===== config.mk =====
export PLATFORM = sky130hd
export DESIGN_NAME = ram_port_arbiter
export DESIGN_NICKNAME = d
export VERILOG_FILES = /design/src/rtl/ram_port_arbiter_pkg.sv /design/src/rtl/ram_rd_route.sv /design/src/rtl/ram_port_arbiter.sv
export SDC_FILE = /design/constraint.sdc
export NUM_CORES = 1
export LEC_CHECK = 0
export ABC_AREA = 0
export CORE_AREA = 4 4 131 133
export DETAILED_ROUTE_END_ITERATION = 16
export DIE_AREA = 0 0 135 137
export SLEW_MARGIN = 40
export SYNTH_ARGS = -nofsm -noshare
export SYNTH_HDL_FRONTEND = slang
export SYNTH_SLANG_ARGS = --single-unit
export TNS_END_PERCENT = 1

===== constraint.sdc =====
create_clock -name clk -period 6.9 [get_ports clk]
set_input_delay 1.725 -clock clk [delete_from_list [all_inputs] [get_ports clk]]
set_output_delay 1.725 -clock clk [all_outputs]
set_load 0.02 [all_outputs]

===== src/rtl/ram_port_arbiter_pkg.sv =====
// Shared types and constants for the two-master data RAM arbiter.
package ram_arb_pkg;

  typedef enum logic [1:0] {
    IDLE = 2'd0,
    OWN0 = 2'd1,
    OWN1 = 2'd2
  } arb_state_e;

  localparam logic M0 = 1'b0;
  localparam logic M1 = 1'b1;

  localparam int RD_LAT_MAX = 4;

  // Winner when both masters request while nobody owns the RAM.
  function automatic logic tie_winner(input logic fixed_prio, input logic rr_last);
    return fixed_prio ? M0 : ~rr_last;
  endfunction

endpackage


===== src/rtl/ram_rd_route.sv =====
// Read-return pipe: tracks which master issued each RAM read and steers the
// returning word to that master after the RAM read latency.
module ram_rd_route
  import ram_arb_pkg::*;
#(
  parameter int DATA_W = 32,
  parameter int RD_LAT = 1
) (
  input  logic              clk,
  input  logic              i_clr,
  input  logic              i_push,
  input  logic              i_push_id,
  input  logic [DATA_W-1:0] i_ram_rd_data,
  output logic              o_m0_rvalid,
  output logic [DATA_W-1:0] o_m0_rdata,
  output logic              o_m1_rvalid,
  output logic [DATA_W-1:0] o_m1_rdata
);

  // Out-of-range latencies are pinned to the supported window.
  localparam int LAT = (RD_LAT < 1) ? 1 : (RD_LAT > RD_LAT_MAX) ? RD_LAT_MAX : RD_LAT;

  logic [LAT-1:0] r_valid;
  logic [LAT-1:0] r_id;
  logic           w_out_valid;
  logic           w_out_id;

  always_ff @(posedge clk) begin
    if (i_clr) begin
      // NOTE: the pipe is a handful of flops, so it is cleared outright; a real RAM array would not be.
      r_valid <= '0;
      r_id    <= '0;
    end else begin
      // NOTE: non-blocking so each stage captures its predecessor's value from before this edge.
      r_valid[0] <= i_push;
      r_id[0]    <= i_push_id;
      for (int i = 1; i < LAT; i++) begin
        r_valid[i] <= r_valid[i-1];
        r_id[i]    <= r_id[i-1];
      end
    end
  end

  // A return landing in a reset cycle belongs to a discarded read.
  assign w_out_valid = r_valid[LAT-1] & ~i_clr;
  assign w_out_id    = r_id[LAT-1];

  assign o_m0_rvalid = w_out_valid & (w_out_id == M0);
  assign o_m1_rvalid = w_out_valid & (w_out_id == M1);
  assign o_m0_rdata  = o_m0_rvalid ? i_ram_rd_data : '0;
  assign o_m1_rdata  = o_m1_rvalid ? i_ram_rd_data : '0;

endmodule


===== src/rtl/ram_port_arbiter.sv =====
// Shares one data RAM (byte-select write port + read port) between the core
// load/store port (M0) and the debug/DMA loader (M1), with lockable ownership.
module ram_port_arbiter
  import ram_arb_pkg::*;
#(
  parameter int ADDR_W     = 32,
  parameter int DATA_W     = 32,
  parameter int RD_LAT     = 1,
  parameter int FIXED_PRIO = 0
) (
  input  logic                clk,
  input  logic                rst,
  input  logic                i_m0_req,
  input  logic                i_m0_we,
  input  logic [DATA_W/8-1:0] i_m0_sel,
  input  logic [ADDR_W-1:0]   i_m0_addr,
  input  logic [DATA_W-1:0]   i_m0_wdata,
  input  logic                i_m0_lock,
  output logic                o_m0_gnt,
  output logic                o_m0_rvalid,
  output logic [DATA_W-1:0]   o_m0_rdata,
  input  logic                i_m1_req,
  input  logic                i_m1_we,
  input  logic [DATA_W/8-1:0] i_m1_sel,
  input  logic [ADDR_W-1:0]   i_m1_addr,
  input  logic [DATA_W-1:0]   i_m1_wdata,
  input  logic                i_m1_lock,
  output logic                o_m1_gnt,
  output logic                o_m1_rvalid,
  output logic [DATA_W-1:0]   o_m1_rdata,
  output logic                o_ram_rd_req,
  output logic [ADDR_W-1:0]   o_ram_rd_addr,
  output logic [DATA_W/8-1:0] o_ram_wd_sel,
  output logic [ADDR_W-1:0]   o_ram_wd_addr,
  output logic [DATA_W-1:0]   o_ram_wd_data,
  input  logic [DATA_W-1:0]   i_ram_rd_data
);

  localparam int   SEL_W = DATA_W / 8;
  localparam logic FIXED = (FIXED_PRIO != 0);

  arb_state_e r_state;
  arb_state_e w_state_nxt;
  logic       r_rr_last;
  logic       w_rr_last_nxt;
  logic       w_gnt0;
  logic       w_gnt1;

  logic              w_sel_we;
  logic [SEL_W-1:0]  w_sel_sel;
  logic [ADDR_W-1:0] w_sel_addr;
  logic [DATA_W-1:0] w_sel_wdata;

  always_ff @(posedge clk) begin
    if (rst) begin
      r_state   <= IDLE;
      r_rr_last <= M1;
    end else begin
      r_state   <= w_state_nxt;
      r_rr_last <= w_rr_last_nxt;
    end
  end

  always_comb begin
    // NOTE: every signal driven here gets a default first, so no path leaves a latch behind.
    w_gnt0 = 1'b0;
    w_gnt1 = 1'b0;
    if (!rst) begin
      unique case (r_state)
        IDLE: begin
          if (i_m0_req && i_m1_req) begin
            w_gnt0 = (tie_winner(FIXED, r_rr_last) == M0);
            w_gnt1 = (tie_winner(FIXED, r_rr_last) == M1);
          end else begin
            w_gnt0 = i_m0_req;
            w_gnt1 = i_m1_req;
          end
        end
        OWN0:    w_gnt0 = i_m0_req;
        OWN1:    w_gnt1 = i_m1_req;
        default: ;
      endcase
    end
  end

  always_comb begin
    w_state_nxt   = r_state;
    w_rr_last_nxt = r_rr_last;
    if (w_gnt0) w_rr_last_nxt = M0;
    if (w_gnt1) w_rr_last_nxt = M1;
    unique case (r_state)
      IDLE: begin
        if (w_gnt0 && i_m0_lock)      w_state_nxt = OWN0;
        else if (w_gnt1 && i_m1_lock) w_state_nxt = OWN1;
      end
      // Owner releases either on its final unlocked beat or by dropping lock while idle.
      OWN0:    if (!i_m0_lock) w_state_nxt = IDLE;
      OWN1:    if (!i_m1_lock) w_state_nxt = IDLE;
      default: w_state_nxt = IDLE;
    endcase
  end

  assign o_m0_gnt = w_gnt0;
  assign o_m1_gnt = w_gnt1;

  assign w_sel_we    = w_gnt1 ? i_m1_we    : i_m0_we;
  assign w_sel_sel   = w_gnt1 ? i_m1_sel   : i_m0_sel;
  assign w_sel_addr  = w_gnt1 ? i_m1_addr  : i_m0_addr;
  assign w_sel_wdata = w_gnt1 ? i_m1_wdata : i_m0_wdata;

  always_comb begin
    o_ram_rd_req  = 1'b0;
    o_ram_rd_addr = '0;
    o_ram_wd_sel  = '0;
    o_ram_wd_addr = '0;
    o_ram_wd_data = '0;
    if (w_gnt0 || w_gnt1) begin
      if (w_sel_we) begin
        o_ram_wd_sel  = w_sel_sel;
        o_ram_wd_addr = w_sel_addr;
        o_ram_wd_data = w_sel_wdata;
      end else begin
        o_ram_rd_req  = 1'b1;
        o_ram_rd_addr = w_sel_addr;
      end
    end
  end

  ram_rd_route #(
    .DATA_W (DATA_W),
    .RD_LAT (RD_LAT)
  ) u_rd_route (
    .clk           (clk),
    .i_clr         (rst),
    .i_push        (o_ram_rd_req),
    .i_push_id     (w_gnt1 ? M1 : M0),
    .i_ram_rd_data (i_ram_rd_data),
    .o_m0_rvalid   (o_m0_rvalid),
    .o_m0_rdata    (o_m0_rdata),
    .o_m1_rvalid   (o_m1_rvalid),
    .o_m1_rdata    (o_m1_rdata)
  );

endmodule


==> run metrics <==
status=completed; largest net degree at the start of global routing=69; global-route wire length before repair=18270 um; top cell type's share of synthesized area=0.4967; via count=3260; die area=0.01850 sq mm; FF-to-FF setup slack=5280 ps; Slew headroom=0.5237; CTS Buf Count=3; part of the power in registers=0.076; Net Switching=0.1397 mW; Core Rows=46; CTS Sinks=5; PwrDens=76.81 mW/mm^2; final instance area=0.005463 sq mm; worst min path class=flop to flop; internal power=0.2799 mW; I/O Buffers=344; Cell Count Post-Placement=763; Yosys Warn Count=0; Worst-path clk slew=30 ps; critical path launch point type=input pin; Post-synth top cells=a22o_1 (98), and2_1 (64), clkbuf_1 (13); P_leak=2.002 nW; Antenna Cells=0; initial antenna violation count=0; post-route ant nets=0; gpl congestion=0.8292; Worst Path Arrival=4250 ps; Clock power frac=0.231; 1st-iter DRT viols=135; fin. max-slew vios=0; Synth Flop Type=dfxtp_1; min Tclk post-route=5978 ps; Mapped Area=0.001728 sq mm; WS Path Type=input pin to output pin; Die Width=135 um; EDFF count, synth=0; post-CTS setup repair buffer count=0; Post-Syn Area per Cell=7.646 sq um; share of layout cells above drive strength 1=0.03267; combinational share of power=0.693; Max Freq=0.1673 GHz; Post-Route Setup TNS=0 ps; Root Buffer=clkbuf_16; Die H=137 um; Critical Path End Type=output pin; RSZ-0062 raised after global routing=no; area leader, netlist=a22o_1; CTS tree=yes; Max Cap Viol=0; area grow syn2layout=216.1%; top cells by area, synth=a22o_1 (50%), and2_1 (23%), dfxtp_1 (5.8%), buf_2 (3.2%), clkbuf_1 (2.8%); fin util=0.3451; final wirelength=13040 um; Core Footprint=0.01583 sq mm; initial core utilization=0.1092; WL per Instance=17.00 um; cell count after synthesis=226; dpl hpwl=10960 um; # setup viols final=0; Hold-fix buffers, CTS=0; VDD IR max=61.52 uV; most frequent cell after synthesis=a22o_1; post-CTS sizing=0; nets=728; clk_skew=1.840 ps; DRC viols=0; Hold Slack=550.0 ps; crit-path max FO=67; Tot GR Track Use=0.1229; Worst-Skew Late Latency=230 ps; placed instance area=0.005383 sq mm; vias per cell=4.250; period utilization=0.8664; Post-synth ARST share=0; Tightest Pin Transition=714.4 ps; Yosys cell types=27; DR pass1 iterations=4; Final Instance Count excl. Fillers=767; H-Tree Depth=1; sequential cell area fraction in the yosys report=0.05793; vias in the first global route=3350; Sw Share=0.3329; GRT Residual Overflow=0; Synth Net Count=402; Req. time, crit path=5180 ps; Final Hold Viols=0; Ports=345; Max clock buf depth=2; Synth Register Bits=5
## kinds of logic after synthesis
family	after synthesis	share of synthesized area
buffers and inverters	32	0.08834
flip-flops	5	0.05793
AO/OA/AOI/OAI	107	0.5395
AND/OR/NAND/NOR	82	0.3143
## placed cells by master, fill, tap and decap left out, types with 3 or more instances in the layout
cell type and instances:
dfxtp_1 5, nor2_1 3, clkbuf_16 3, and2_1 64, inv_1 4, clkdlybuf4s50_1 344
a22o_1 98, buf_4 4
## flip-flops by register name, summed over array words and instances, names as in the netlist
| name | cells |
|---|---|
| r_rr_last | 1 |
| r_state | 2 |
| u_rd_route.r_id | 1 |
| u_rd_route.r_valid | 1 |
## routing by layer
metal | GRT usage | vias to the layer above | part of all wire | routed length [um]
met1 | 0.1223 | 1492 | 0.33 | 4303
met3 | 0.03860 | 14 | 0.11 | 1389
met5 | 0 | - | 0 | 0
met2 | 0.2462 | 224 | 0.55 | 7161
li1 | - | 1530 | - | -
met4 | 0.02912 | 0 | 0.014 | 182
## path summary, 6_finish.rpt
path,cells past startpoint,startpoint,to
worst min register to register,2,r_rr_last,r_rr_last
worst max register to register,4,r_state[0],u_rd_route.r_valid
worst max-delay path,6,rst,o_ram_wd_data[9]
worst min-delay path,2,r_rr_last,r_rr_last
## worst max-delay path, cell delays in order
cell and delay [ps]:
clkdlybuf4s50_1 630, or3b_4 520, nor3_4 160, buf_12 290
a22o_1 260, clkdlybuf4s50_1 640
## per-stage QoR
| step | total power, mW | setup WS, ps |
|---|---|---|
| 2_1_floorplan | 0.1335 | 2122 |
| 3_3_place_gp | 0.3215 | 880.7 |
| 3_5_place_dp | 0.3244 | 841.4 |
| 4_1_cts | 0.4258 | 839.0 |
| 5_1_grt | 0.4402 | 786.4 |
| 6_report | 0.4196 | 921.5 |
## final cells by class
| class | instances | area, sq um |
|---|---|---|
| Inverter | 4 | 15.01 |
| Tap cell | 216 | 270.3 |
| Timing Repair Buffer | 349 | 3493 |
| Clock buffer | 4 | 78.83 |
| Multi-Input combinational cell | 189 | 1505 |
| Fill cell | 1587 | 10360 |
| Sequential cell | 5 | 100.1 |
## power by group through the flow
stage	sequential [mW]	clock, mW	combinational, mW
after floorplan	0.0320	0	0.102
after global placement	0.0323	0	0.289
after detailed placement	0.0323	0	0.292
after CTS	0.0319	0.100	0.293
after global routing	0.0320	0.102	0.306
final	0.0320	0.0969	0.291
Note: power is estimated with default switching activity, not from simulation.
